`src/rtl/sirv_gnrl_pkg.sv`:
```
// rtl/sirv_gnrl_pkg.sv - shared constants and LFSR step helper for sirv_gnrl blocks
//
// Contents:
//   SIRV_LFSR32_POLY       Galois feedback taps for the 32-bit right-shifting LFSR
//   SIRV_LFSR32_DFLT_SEED  default nonzero reset value
//   sirv_lfsr32_step()     one right-shift Galois step
package sirv_gnrl_pkg;

    localparam logic [31:0] SIRV_LFSR32_POLY      = 32'h8020_0003;
    localparam logic [31:0] SIRV_LFSR32_DFLT_SEED = 32'hACE1_2468;

    // Shift right; when the bit falling out is 1, fold the taps back in.
    function automatic logic [31:0] sirv_lfsr32_step(input logic [31:0] v);
        return (v >> 1) ^ (v[0] ? SIRV_LFSR32_POLY : 32'h0);
    endfunction

endpackage

```
`src/rtl/sirv_gnrl_lfsr32.sv`:
```
// rtl/sirv_gnrl_lfsr32.sv - 32-bit Galois LFSR with load and advance enables
//
// Ports:
//   clk     clock
//   rst     asynchronous reset, active-high; q returns to RST_SEED
//   adv     advance one step on the next edge
//   ld      load ld_val on the next edge (priority over adv)
//   ld_val  load value; zero would lock the LFSR, so it is loaded as 1
//   q       current LFSR state
module sirv_gnrl_lfsr32
    import sirv_gnrl_pkg::*;
#(
    parameter logic [31:0] RST_SEED = SIRV_LFSR32_DFLT_SEED
) (
    input  logic        clk,
    input  logic        rst,
    input  logic        adv,
    input  logic        ld,
    input  logic [31:0] ld_val,
    output logic [31:0] q
);

    always_ff @(posedge clk or posedge rst) begin
        if (rst) begin
            q <= RST_SEED;
        end else if (ld) begin
            q <= (ld_val == 32'h0) ? 32'h1 : ld_val;
        end else if (adv) begin
            q <= sirv_lfsr32_step(q);
        end
    end

endmodule

```
`src/rtl/sirv_gnrl_xpoison.sv`:
```
// rtl/sirv_gnrl_xpoison.sv - inline valid/ready bus poisoner and handshake-stability checker
//
// Build options:
//   FPGA_SOURCE              defined: module is not compiled (simulation-only block)
//   SIRV_XPOISON_DRIVE_X_EN  defined: poisoned payload is all-x instead of LFSR pattern
//
// Ports:
//   clk, rst        clock; asynchronous active-high reset
//   i_vld/i_rdy/i_dat  producer side (i_rdy = o_rdy)
//   o_vld/o_rdy/o_dat  consumer side (o_vld = i_vld, o_dat poisoned while idle)
//   poison_en       1 = poison idle cycles, 0 = pure passthrough
//   seed_ld, seed   reload the LFSR on the next edge (0 loads as 1)
//   err_clr         clear err_hold
//   err_hold        sticky handshake-stability violation flag
//   poison_cnt      saturating count of poisoned cycles
`ifndef FPGA_SOURCE
module sirv_gnrl_xpoison
    import sirv_gnrl_pkg::*;
#(
    parameter int          DW       = 32,
    parameter int          CW       = 16,
    parameter logic [31:0] RST_SEED = SIRV_LFSR32_DFLT_SEED
) (
    input  logic          clk,
    input  logic          rst,
    input  logic          i_vld,
    output logic          i_rdy,
    input  logic [DW-1:0] i_dat,
    output logic          o_vld,
    input  logic          o_rdy,
    output logic [DW-1:0] o_dat,
    input  logic          poison_en,
    input  logic          seed_ld,
    input  logic [31:0]   seed,
    input  logic          err_clr,
    output logic          err_hold,
    output logic [CW-1:0] poison_cnt
);

    logic [31:0]   lfsr_q;
    logic [DW-1:0] pat;
    logic [DW-1:0] cap_dat;
    logic          pend;
    logic          poisoned;
    logic          violation;

    assign o_vld    = i_vld;
    assign i_rdy    = o_rdy;
    assign poisoned = poison_en & ~i_vld;

    sirv_gnrl_lfsr32 #(
        .RST_SEED (RST_SEED)
    ) u_lfsr (
        .clk    (clk),
        .rst    (rst),
        .adv    (poisoned & ~seed_ld),
        .ld     (seed_ld),
        .ld_val (seed),
        .q      (lfsr_q)
    );

    // Tile the 32-bit LFSR across the payload width (truncates when DW < 32).
    always_comb begin
        pat = '0;
        for (int i = 0; i < DW; i++) begin
            pat[i] = lfsr_q[i % 32];
        end
    end

`ifdef SIRV_XPOISON_DRIVE_X_EN
    assign o_dat = poisoned ? {DW{1'bx}} : i_dat;
`else
    assign o_dat = poisoned ? pat : i_dat;
`endif

    // A stalled beat (valid without ready) must stay valid with the same data
    // until it is accepted; pend marks that the previous cycle was such a stall.
    assign violation = pend & (~i_vld | (i_dat != cap_dat));

    always_ff @(posedge clk or posedge rst) begin
        if (rst) begin
            pend    <= 1'b0;
            cap_dat <= '0;
        end else begin
            pend <= i_vld & ~o_rdy;
            if (i_vld & ~o_rdy) begin
                cap_dat <= i_dat;
            end
        end
    end

    // Violation beats a simultaneous clear so no error is ever lost.
    always_ff @(posedge clk or posedge rst) begin
        if (rst) begin
            err_hold <= 1'b0;
        end else if (violation) begin
            err_hold <= 1'b1;
        end else if (err_clr) begin
            err_hold <= 1'b0;
        end
    end

    always_ff @(posedge clk or posedge rst) begin
        if (rst) begin
            poison_cnt <= '0;
        end else if (poisoned && (poison_cnt != {CW{1'b1}})) begin
            poison_cnt <= poison_cnt + CW'(1);
        end
    end

endmodule
`endif

```
`config.mk`:
```
export PLATFORM = sky130hd
export DESIGN_NAME = sirv_gnrl_xpoison
export DESIGN_NICKNAME = d
export VERILOG_FILES = /design/src/rtl/sirv_gnrl_pkg.sv /design/src/rtl/sirv_gnrl_lfsr32.sv /design/src/rtl/sirv_gnrl_xpoison.sv
export SDC_FILE = /design/constraint.sdc
export NUM_CORES = 1
export LEC_CHECK = 0
export ABC_AREA = 1
export CORE_UTILIZATION = 49
export DETAILED_ROUTE_END_ITERATION = 12
export PLACE_DENSITY = 0.81
export SLEW_MARGIN = 40
export SYNTH_ARGS = -nofsm -noshare
export SYNTH_HDL_FRONTEND = slang
export SYNTH_SLANG_ARGS = --single-unit
```
`constraint.sdc`:
```
create_clock -name clk -period 4.45 [get_ports clk]
set_clock_uncertainty 0.15 [all_clocks]
set_input_delay 1.335 -clock clk [delete_from_list [all_inputs] [get_ports clk]]
set_output_delay 1.335 -clock clk [all_outputs]
set_load 0.05 [all_outputs]
```
==> results.md, run 1 <==
- The run finished with clean final reports.
- Traced cell by cell, the critical path runs through clkdlybuf4s50_1, inv_2, nand2_2, inv_2, buf_12, o21ai_0, buf_12.
- For this design, the slowest cell found on the critical path is clkdlybuf4s50_1.
- After filler insertion, the fill cell instance count of the layout stands at 688.
- The clock root buffer master is clkbuf_8.
- The post-route DRC violation count is 0.
- Entering global routing, the biggest net connects 36 pins.
- The synthesized design contains 82 register bits.
- In the final timing run, aggregate negative setup slack is 0 ns.
- The largest family of logic cells by synthesized area is simple AND/OR/NAND/NOR gates.
- The worst slew margin relative to its limit is 47.8%.
- The placer congestion estimate is 0.897.
- After synthesis, flip-flops and latches occupy 45.2% of the total area.
- The maximum buffer depth of the clock tree is 2.
- The clock share of power is 25.4%.
- At the pin with the least slew margin, the transition time is 0.782 ns.
- The most utilized layer in the global route result is met2.
- The post-cts repair resize count is 0.
- After Yosys synthesis, XOR and XNOR cells account for 4.21% of the synthesized area.
- The area growth from synthesis to layout is 40.4%.
- The number of instances in the synthesized netlist is 638.
- The adder-cell area share of the yosys netlist is 0.273%.
- For this design, the CTS-stage hold fixing added 0 buffers.
- Per report_power, the combinational group accounts for 33.3% of the total.
- The max-slew violation count is 0.
- The type of origin of the critical path is an input pin.
- The classification of the worst-slack hold path is reg -> reg.
- The compound-gate portion of the synthesized area is 14.1%.
- Summed over all instances, the cell type with the most area after synthesis is dfrtp_1.
- Global routing consumed, on the met3 layer, 3.97% of the routing resources.
- The power dissipated by switching net loads is 0.801 mW.
- The number of global-route vias before repair is 4530.
- Data arrives at the worst endpoint at 2.87 ns.
- Averaged over all synthesized cells, the footprint is 7.18 sq um.
- The share of total power dissipated in sequential elements is 41.3%.
- The routed design could run at a clock period as short as 4.36 ns.
- The internal portion of total power is 1.45 mW.
- The total congestion overflow after global routing is 0.
- The die is 98.7 um wide.
- For the worst setup path, the data required time is 2.96 ns.
- The number of sinks on the clock net is 82.
- Synthesis produced a netlist with a net count of 710.
- For this run, the number of Yosys warnings is 0.
- The worst setup path is captured at a primary output.
- After synthesis, the netlist uses 30 different library cells.
- The total inserted antenna cells is 0.
- Clock tree synthesis inserted a total of 9 buffers.
- The share of the clock period used by the worst path after layout is 97.9%.
- Setup violations remaining at the end of the flow were counted as 0.
- Power spread over the standard cell area amounts to 350 nW/um^2.
- Setup repair after global routing left no endpoint under its margin.
- Detailed placement ended at an HPWL of 9830 um.
- With fillers left out, the area of the finished cells amounts to 6430 sq um.
- TritonCTS built the clock tree.
- Sorting the synthesized cells by area gives the leading types as dfrtp_1 38%, nand2_1 16%, inv_1 7.6%.
- The synthesized netlist devotes 25.3% of its cell area to simple gates.
- The die footprint is 9740 sq um.
- The number of cell instances on the worst register-to-register path is 9.
- Counting instances, the worst hold path has a depth of 2.
- The largest incremental delay on the critical path is 0.49 ns.
- The maximum operating frequency is 0.229 GHz.
- The number of antenna violations at the first check in global routing is 0.
- The core area is 8890 sq um.
- The number of top-level pins is 122.
- The chip height is 98.7 um.
- Of the post-synthesis cell area, the part taken by muxes is 0%.
- The total length of routed wires is 13000 um.
- Of the cells placed in the final design, the portion with a size suffix greater than 1 is 11.6%.
- For met2 alone, demand over resource in global routing was 48.5%.
- The clock tree synthesis step divided the H-tree into 3 levels.
- The starting DRC count in detailed routing is 324.
- Buffers placed on the I/O ports in this run total 121.
- The final hold violation count is 0.
- In the final design database the tool counted 826 nets.
- The count of antenna-violating nets left after detailed routing is 0.
- Across the run, the number of max-cap violations was 0.
- The number of setup buffers added after CTS is 0.
- After detailed routing, the average wire length per cell comes to 15.0 um.
- The effective utilization at floorplan is 51.5%.
- The number of iterations in the first detailed-routing pass is 6.
- The met1 capacity usage during global routing is 35.9%.
- The global routing usage summed across all routing layers is 27.9%.
- In this run the biggest area consumer among cell types represents 37.7% of the synthesized area.
- After detailed routing, the number of vias per cell comes to 5.40.
- The maximum resistive drop on vdd is 0.229 mV.
- In this run the core area contains 34 standard-cell rows.
- Net switching is 35.6% of the power.
- The global-route wire length before repair is 21500 um.
- The post-synthesis instance area is 4580 sq um.
- The instance area at placement is 6220 sq um.
- After clock tree synthesis, the clock-pin slew on the worst setup and hold paths is 0.09 ns.
- The leakage power summed over all cells is 3.10 nW.
- Along the worst path, the maximum fanout reaches 29.
- The overall via count from detail_route is 4683.
- The later pin in the worst-skew pair is clocked with a latency of 0.35 ns.
- The class of the most critical setup path is in -> out.
## critical path: cells and delay by family
kind / cells / cell delay (ns)
compound gates: 1 / 0.41
buf+inv: 5 / 1.02
simple gates: 1 / 0.09
## placed cells by master (no fill, tap or decap), types with 8 or more instances in the layout
| master | Yosys | layout |
|---|---|---|
| a21oi_1 | 42 | 42 |
| a31oi_1 | 8 | 8 |
| buf_12 | 0 | 34 |
| buf_4 | 2 | 10 |
| clkbuf_8 | 0 | 11 |
| clkdlybuf4s50_1 | 0 | 87 |
| dfrtp_1 | 69 | 69 |
| dfstp_2 | 13 | 13 |
| inv_1 | 93 | 92 |
| nand2_1 | 199 | 199 |
| nand3_1 | 13 | 13 |
| nand4_1 | 13 | 13 |
| nor2_1 | 50 | 49 |
| o21ai_0 | 65 | 65 |
| xnor2_1 | 12 | 12 |
| xor2_1 | 10 | 10 |
## metrics by stage
step	util [%]	worst slack [ns]	hold slack, ns	power, mW	cells
global placement	69.9	0.132	0.299	1.66	851
detailed placement	69.9	0.108	0.302	1.69	851
CTS	72.3	0.0927	0.325	2.25	867
floorplan	-	-0.0261	0.268	1.36	638
finish	72.3	0.0913	0.323	2.25	867
global route	72.3	0.00383	0.348	2.35	867
## cells in the mapped netlist
master and count:
o21ai_2 3, nand2_2 1, a31oi_1 8, clkinv_1 1, o221ai_1 2, nand3_1 13
xor2_1 10, o21ai_1 1, a211oi_1 1, nand4_1 13, nor3_1 5, o22ai_1 1
clkbuf_1 16, buf_2 6, dfrtp_1 69, xnor2_1 12, nor2_1 50, inv_2 5
buf_6 2, nor3_2 1, inv_1 93, ha_1 1, buf_4 2, a21oi_1 42
nand3b_4 1, nor2_2 1, dfstp_2 13, o21ai_0 65, nand2_4 1, nand2_1 199
## registers in the layout (all words and copies together), names as in the netlist
signal	flops
err_hold	1
cap_dat	32
pend	1
poison_cnt	16
u_lfsr.q	32
## cell families (layout without fill, tap and decap cells)
group           Yosys count  count (layout)
xor+xnor                 22              22
flops                    82              82
simple gates            285             285
compound gates          123             123
buf+inv                 125             246
fa+ha+maj                 1               1
## path summary, 6_finish.rpt
| check | startpoint | endpoint | slack (ns) |
|---|---|---|---|
| min in group asynchronous | rst | cap_dat[26] | 1.10 |
| min | pend | err_hold | 0.32 |
| max | i_vld | o_dat[19] | 0.09 |
| max reg2reg | poison_cnt[0] | poison_cnt[11] | 2.48 |
| min reg2reg | pend | err_hold | 0.32 |
| max in group asynchronous | rst | u_lfsr.q[5] | 2.28 |
## power by group through the flow
stage / logic, mW / clock network (mW) / registers [mW]
2_1_floorplan: 0.342 / 0 / 1.01
3_3_place_gp: 0.728 / 0 / 0.933
3_5_place_dp: 0.746 / 0 / 0.939
4_1_cts: 0.751 / 0.575 / 0.928
5_1_grt: 0.805 / 0.606 / 0.941
6_report: 0.748 / 0.572 / 0.929
## layer usage
layer | up-vias | part of all wire (%)
met5 | - | 0
met4 | 0 | 2.2
met3 | 26 | 6.9
met2 | 215 | 50
met1 | 2219 | 41
li1 | 2223 | -
## area by class of cell
type	count	area, sq um	area share (%)
Clock inverter	5	62.6	0.973
Multi-Input combinational cell	431	2020	31.3
Timing Repair Buffer	131	1630	25.3
Sequential cell	82	2070	32.2
Clock buffer	11	151	2.35
Inverter	99	373	5.80
Tap cell	108	135	2.10
(Power assumes the default switching activity.)
==> run 2, diff against run 1 <==
--- a/config.mk
+++ b/config.mk
@@ -6,10 +6,11 @@
 export NUM_CORES = 1
 export LEC_CHECK = 0
 export ABC_AREA = 1
-export CORE_UTILIZATION = 49
+export CORE_UTILIZATION = 50
 export DETAILED_ROUTE_END_ITERATION = 12
 export PLACE_DENSITY = 0.81
 export SLEW_MARGIN = 40
 export SYNTH_ARGS = -nofsm -noshare
 export SYNTH_HDL_FRONTEND = slang
+export SYNTH_HIERARCHICAL = 1
 export SYNTH_SLANG_ARGS = --single-unit
==> run 2 against run 1 <==
Synthesized cell count grew 5.0%. Worst hold slack gained 0.0063 ns. Routed wire length grew 1.9%. Global-route usage shrank 0.32 points. Cell area grew 1.5%. Clock power grew 6.8%. Fmax grew 2.8%. Non-clock buffer count shrank 4. Sequential cell count is the same. Utilization shrank 1.4 points. Setup slack gained 0.12 ns. Via count grew 2.0%. Critical path type unchanged. Largest cell class is now multi-input gates. Largest power group unchanged.
==> results.md, run 2 <==
- Among all stages on the critical path, the largest delay is contributed by clkdlybuf4s50_1.
- The number of I/O port buffers is 121 (unchanged).
- The pin count of the biggest net entering global routing is 60 (+67%).
- The cell with the most instances after synthesis is nand2_1.
- The number of buffers and inverters on the critical path is 5 (unchanged).
- The power density normalized to cell area is 379 nW/um^2 (+8.3%).
- The final critical-path required period came to 4.24 ns (-0.119 ns).
- The fraction of layout instances using a drive strength above 1 was 12.0% (+0.38 points).
- The total inserted antenna cells is 0 (unchanged).
- The data arrival time of the critical path was 2.75 ns (-0.12 ns).
- The global routing usage summed across all routing layers was 27.6% (-0.32 points).
- The worst setup path is captured at a primary output.
- The synthesized area per cell is 7.09 sq um (-1.3%).
- The total congestion overflow after global routing is 0 (unchanged).
- The clock tree from TritonCTS is yes.
- The final hold violation count was 0 (unchanged).
- The cell sitting at the root of the clock tree is a clkbuf_8.
- The library cells used most frequently in the layout, excluding fill and tap cells, are 217 x nand2_1, 87 x clkdlybuf4s50_1, 76 x inv_1.
- The post-cts repair resize count is 0 (unchanged).
- Counting instances in the post-synthesis netlist gives the leading cell types as 217 x nand2_1, 78 x inv_1, 70 x nor2_1, 69 x dfrtp_1, 67 x o21ai_0.
- The type of origin of the critical path is an input pin.
- The overall via count from detail_route came to 4779 (+2.0%).
- The clock-pin transition on the worst setup and hold timing paths is 0.08 ns (about the same).
- From synthesis to final layout, the design area changed by 37.5%.
- The run finished with clean final reports.
- The count of antenna-violating nets left after detailed routing is 0 (unchanged).
- The number of synthesis warnings was 6 (+6).
- The max-slew violation count is 0 (unchanged).
- The number of instances in the synthesized netlist is 670 (+5.0%).
- The average vias per placed instance is 5.33 (-1.3%).
- The starting DRC count in detailed routing is 311 (-4.0%).
- The net count after synthesis is 742 (+4.5%).
- The required time at the endpoint of the critical path is 2.96 ns (about the same).
- The cell count after placement is 880 (+3.4%).
- Setup repair after global routing left no endpoint under its margin.
- The chip height was 99.4 um (+0.76%).
- The number of distinct library cells after synthesis came to 32 (+6.7%).
- The number of inserted filler cells in the final layout is 727 (+5.7%).
- For this run, the leading register cell type out of synthesis is dfrtp_1.
- The effective utilization at floorplan came to 51.6% (+0.099 points).
- The final standard cell area without fillers is 6530 sq um (+1.5%).
- The routed wirelength normalized by instance count is 14.8 um (-1.4%).
- The core area was 9200 sq um (+3.4%).
- The hold-fix buffer count after cts came to 0 (unchanged).
- The number of register bits inferred by synthesis is 82 (unchanged).
- The post-synthesis instance area was 4750 sq um (+3.6%).
- The setup slack at placement is 0.199 ns (+0.0910 ns).
- The share of the clock period used by the worst path after layout is 95.3% (-2.7 points).
- The worst hold slack after final layout is 0.330 ns (+0.00633 ns).
- The number of nets in the final layout is 852 (+3.1%).
- The classification of the worst-slack hold path is reg -> reg.
- The total length of routed wires is 13300 um (+1.9%).
- The number of enable flip-flop cells after synthesis came to 0 (unchanged).
- The most frequent standard cell in the layout excluding fill and tap cells is nand2_1.
- The share of synthesized registers carrying an async set or reset is 100% (unchanged).
- Walking the worst path, the cells encountered are clkdlybuf4s50_1, inv_1, nand2_2, inv_1, buf_12, nand2_1, o21ai_0, buf_12.
- The cell row count is 35 (+2.9%).
- The leakage power summed over all cells is 3.00 nW (-3.2%).
- The post-synthesis sequential area ratio was 43.6% (-1.6 points).
- The number of buffers created by CTS was 9 (unchanged).
- The maximum operating frequency is 0.236 GHz (+2.8%).
- The worst slew margin relative to its limit is 58.7% (+11 points).
- By startpoint and endpoint, the worst setup path is classified as in -> out.
- The placer congestion estimate is 0.867 (-3.4%).
- The number of sinks on the clock net is 82 (unchanged).
- The number of setup buffers added after CTS was 0 (unchanged).
- The post-layout instance count excluding filler cells is 896 (+3.3%).
- By area the synthesized netlist is led by dfrtp_1 36%, nand2_1 17%, dfstp_2 7.2%.
- The number of iterations in the first detailed-routing pass was 5 (-1).
- The maximum resistive drop on vdd is 0.266 mV (+16%).
- The post-layout worst setup margin came to 0.211 ns (+0.119 ns).
- The number of top-level pins was 122 (unchanged).
- The setup-violating endpoint count in the final report was 0 (unchanged).
- The post-route DRC violation count came to 0 (unchanged).
- The largest registers in the layout are cap_dat x32, u_lfsr/q x32, poison_cnt x16.
- The total power draw is 2.47 mW (+9.9%).
- The number of antenna violations at the first check in global routing is 0 (unchanged).
- The fraction of synthesized cell area taken by the top area cell type is 36.4% (-1.3 points).
- The cell taking the most area after synthesis is dfrtp_1.
- The utilization of the core after routing is 71.0% (-1.4 points).
- The die span in x was 99.4 um (+0.76%).
- The post-detailed-placement half-perimeter wirelength is 9800 um (-0.34%).
- The maximum buffer depth of the clock tree is 2 (unchanged).
- The number of violations of the max-capacitance limit came to 0 (unchanged).
- The cell family contributing the most delay on the critical path is buffers and inverters.
- The global-route wire length before repair is 21500 um (about the same).
- The measured slew at the worst slew-check pin came to 0.620 ns (-0.162 ns).
- The largest incremental delay on the critical path is 0.41 ns (-0.08 ns).
- The total negative slack for setup checks is 0 ns (unchanged).
- The deepest level of the CTS H-tree is 3 (unchanged).
- The die footprint is 9890 sq um (+1.5%).
- The number of global-route vias before repair is 4505 (-0.55%).
- The clock insertion delay at the later pin of the skew report is 0.35 ns (about the same).
- The instance area at placement is 6300 sq um (+1.3%).
- The top fanout value on the critical path is 59 (+100%).
==> run 2: cell count changes after synthesis, moves of 4 or more <==
cell,change
a21oi_1,-10
a31oi_1,-7
buf_2,+5
buf_6,+4
clkbuf_1,-10
inv_1,-15
nand2_1,+18
nand2_2,+4
nand4_1,-4
nor2_1,+20
o21ai_1,+23
xnor2_1,-4
==> run 2: logic make-up after synthesis <==
group                    Yosys count  share of synthesized area [%]
AND/OR/NAND/NOR                  325                           27.6
AO/OA/AOI/OAI                    134                           15.2
buffers and inverters            111                           10.3
flip-flops                        82                           43.6
XOR/XNOR                          17                           3.14
adder cells (fa/ha/maj)            1                          0.264
==> run 2: routing by layer <==
| layer | vias up | part of all wire, % | wire [um] | track usage, % |
|---|---|---|---|---|
| li1 | 2323 | - | - | - |
| met4 | 0 | 2.3 | 310 | 9.50 |
| met1 | 2240 | 42 | 5620 | 36.5 |
| met3 | 30 | 6.1 | 808 | 4.08 |
| met2 | 186 | 49 | 6540 | 46.4 |
| met5 | - | 0 | 0 | 0 |
==> run 2: layout make-up <==
cell class	count	area [sq um]	area share, %
inverters	83	314	4.81
well taps	111	139	2.13
repair buffers	127	1580	24.3
multi-input cells	477	2190	33.6
clock inverters	6	90.1	1.38
clock buffers	10	138	2.11
flip-flops and latches	82	2070	31.7
==> run 2: worst register-to-register path: stages, from the launching register on <==
cell and delay, ns:
dfrtp_1 0.43, ha_1 0.24, inv_1 0.08, nor2_1 0.06
nand2_1 0.08, nor2_2 0.05, a21oi_4 0.48, nand2_2 0.15
o21ai_0 0.20, nand2_1 0.07
==> run 2: path summary, 6_finish.rpt <==
check	from	to	slack, ns	cells after the start
setup / recovery	i_vld	o_dat[7]	0.21	8
hold / removal	err_hold	err_hold	0.33	2
setup reg to reg	poison_cnt[0]	poison_cnt[8]	2.36	9
hold reg to reg	err_hold	err_hold	0.33	2
max in group asynchronous	rst	u_lfsr/q[29]	2.26	3
min in group asynchronous	rst	cap_dat[29]	1.31	2
==> run 2: where the power goes <==
group / total, mW / internal (mW) / switching, mW
Sequential: 0.967 / 0.864 / 0.102
Combinational: 0.893 / 0.344 / 0.549
Clock: 0.611 / 0.332 / 0.279
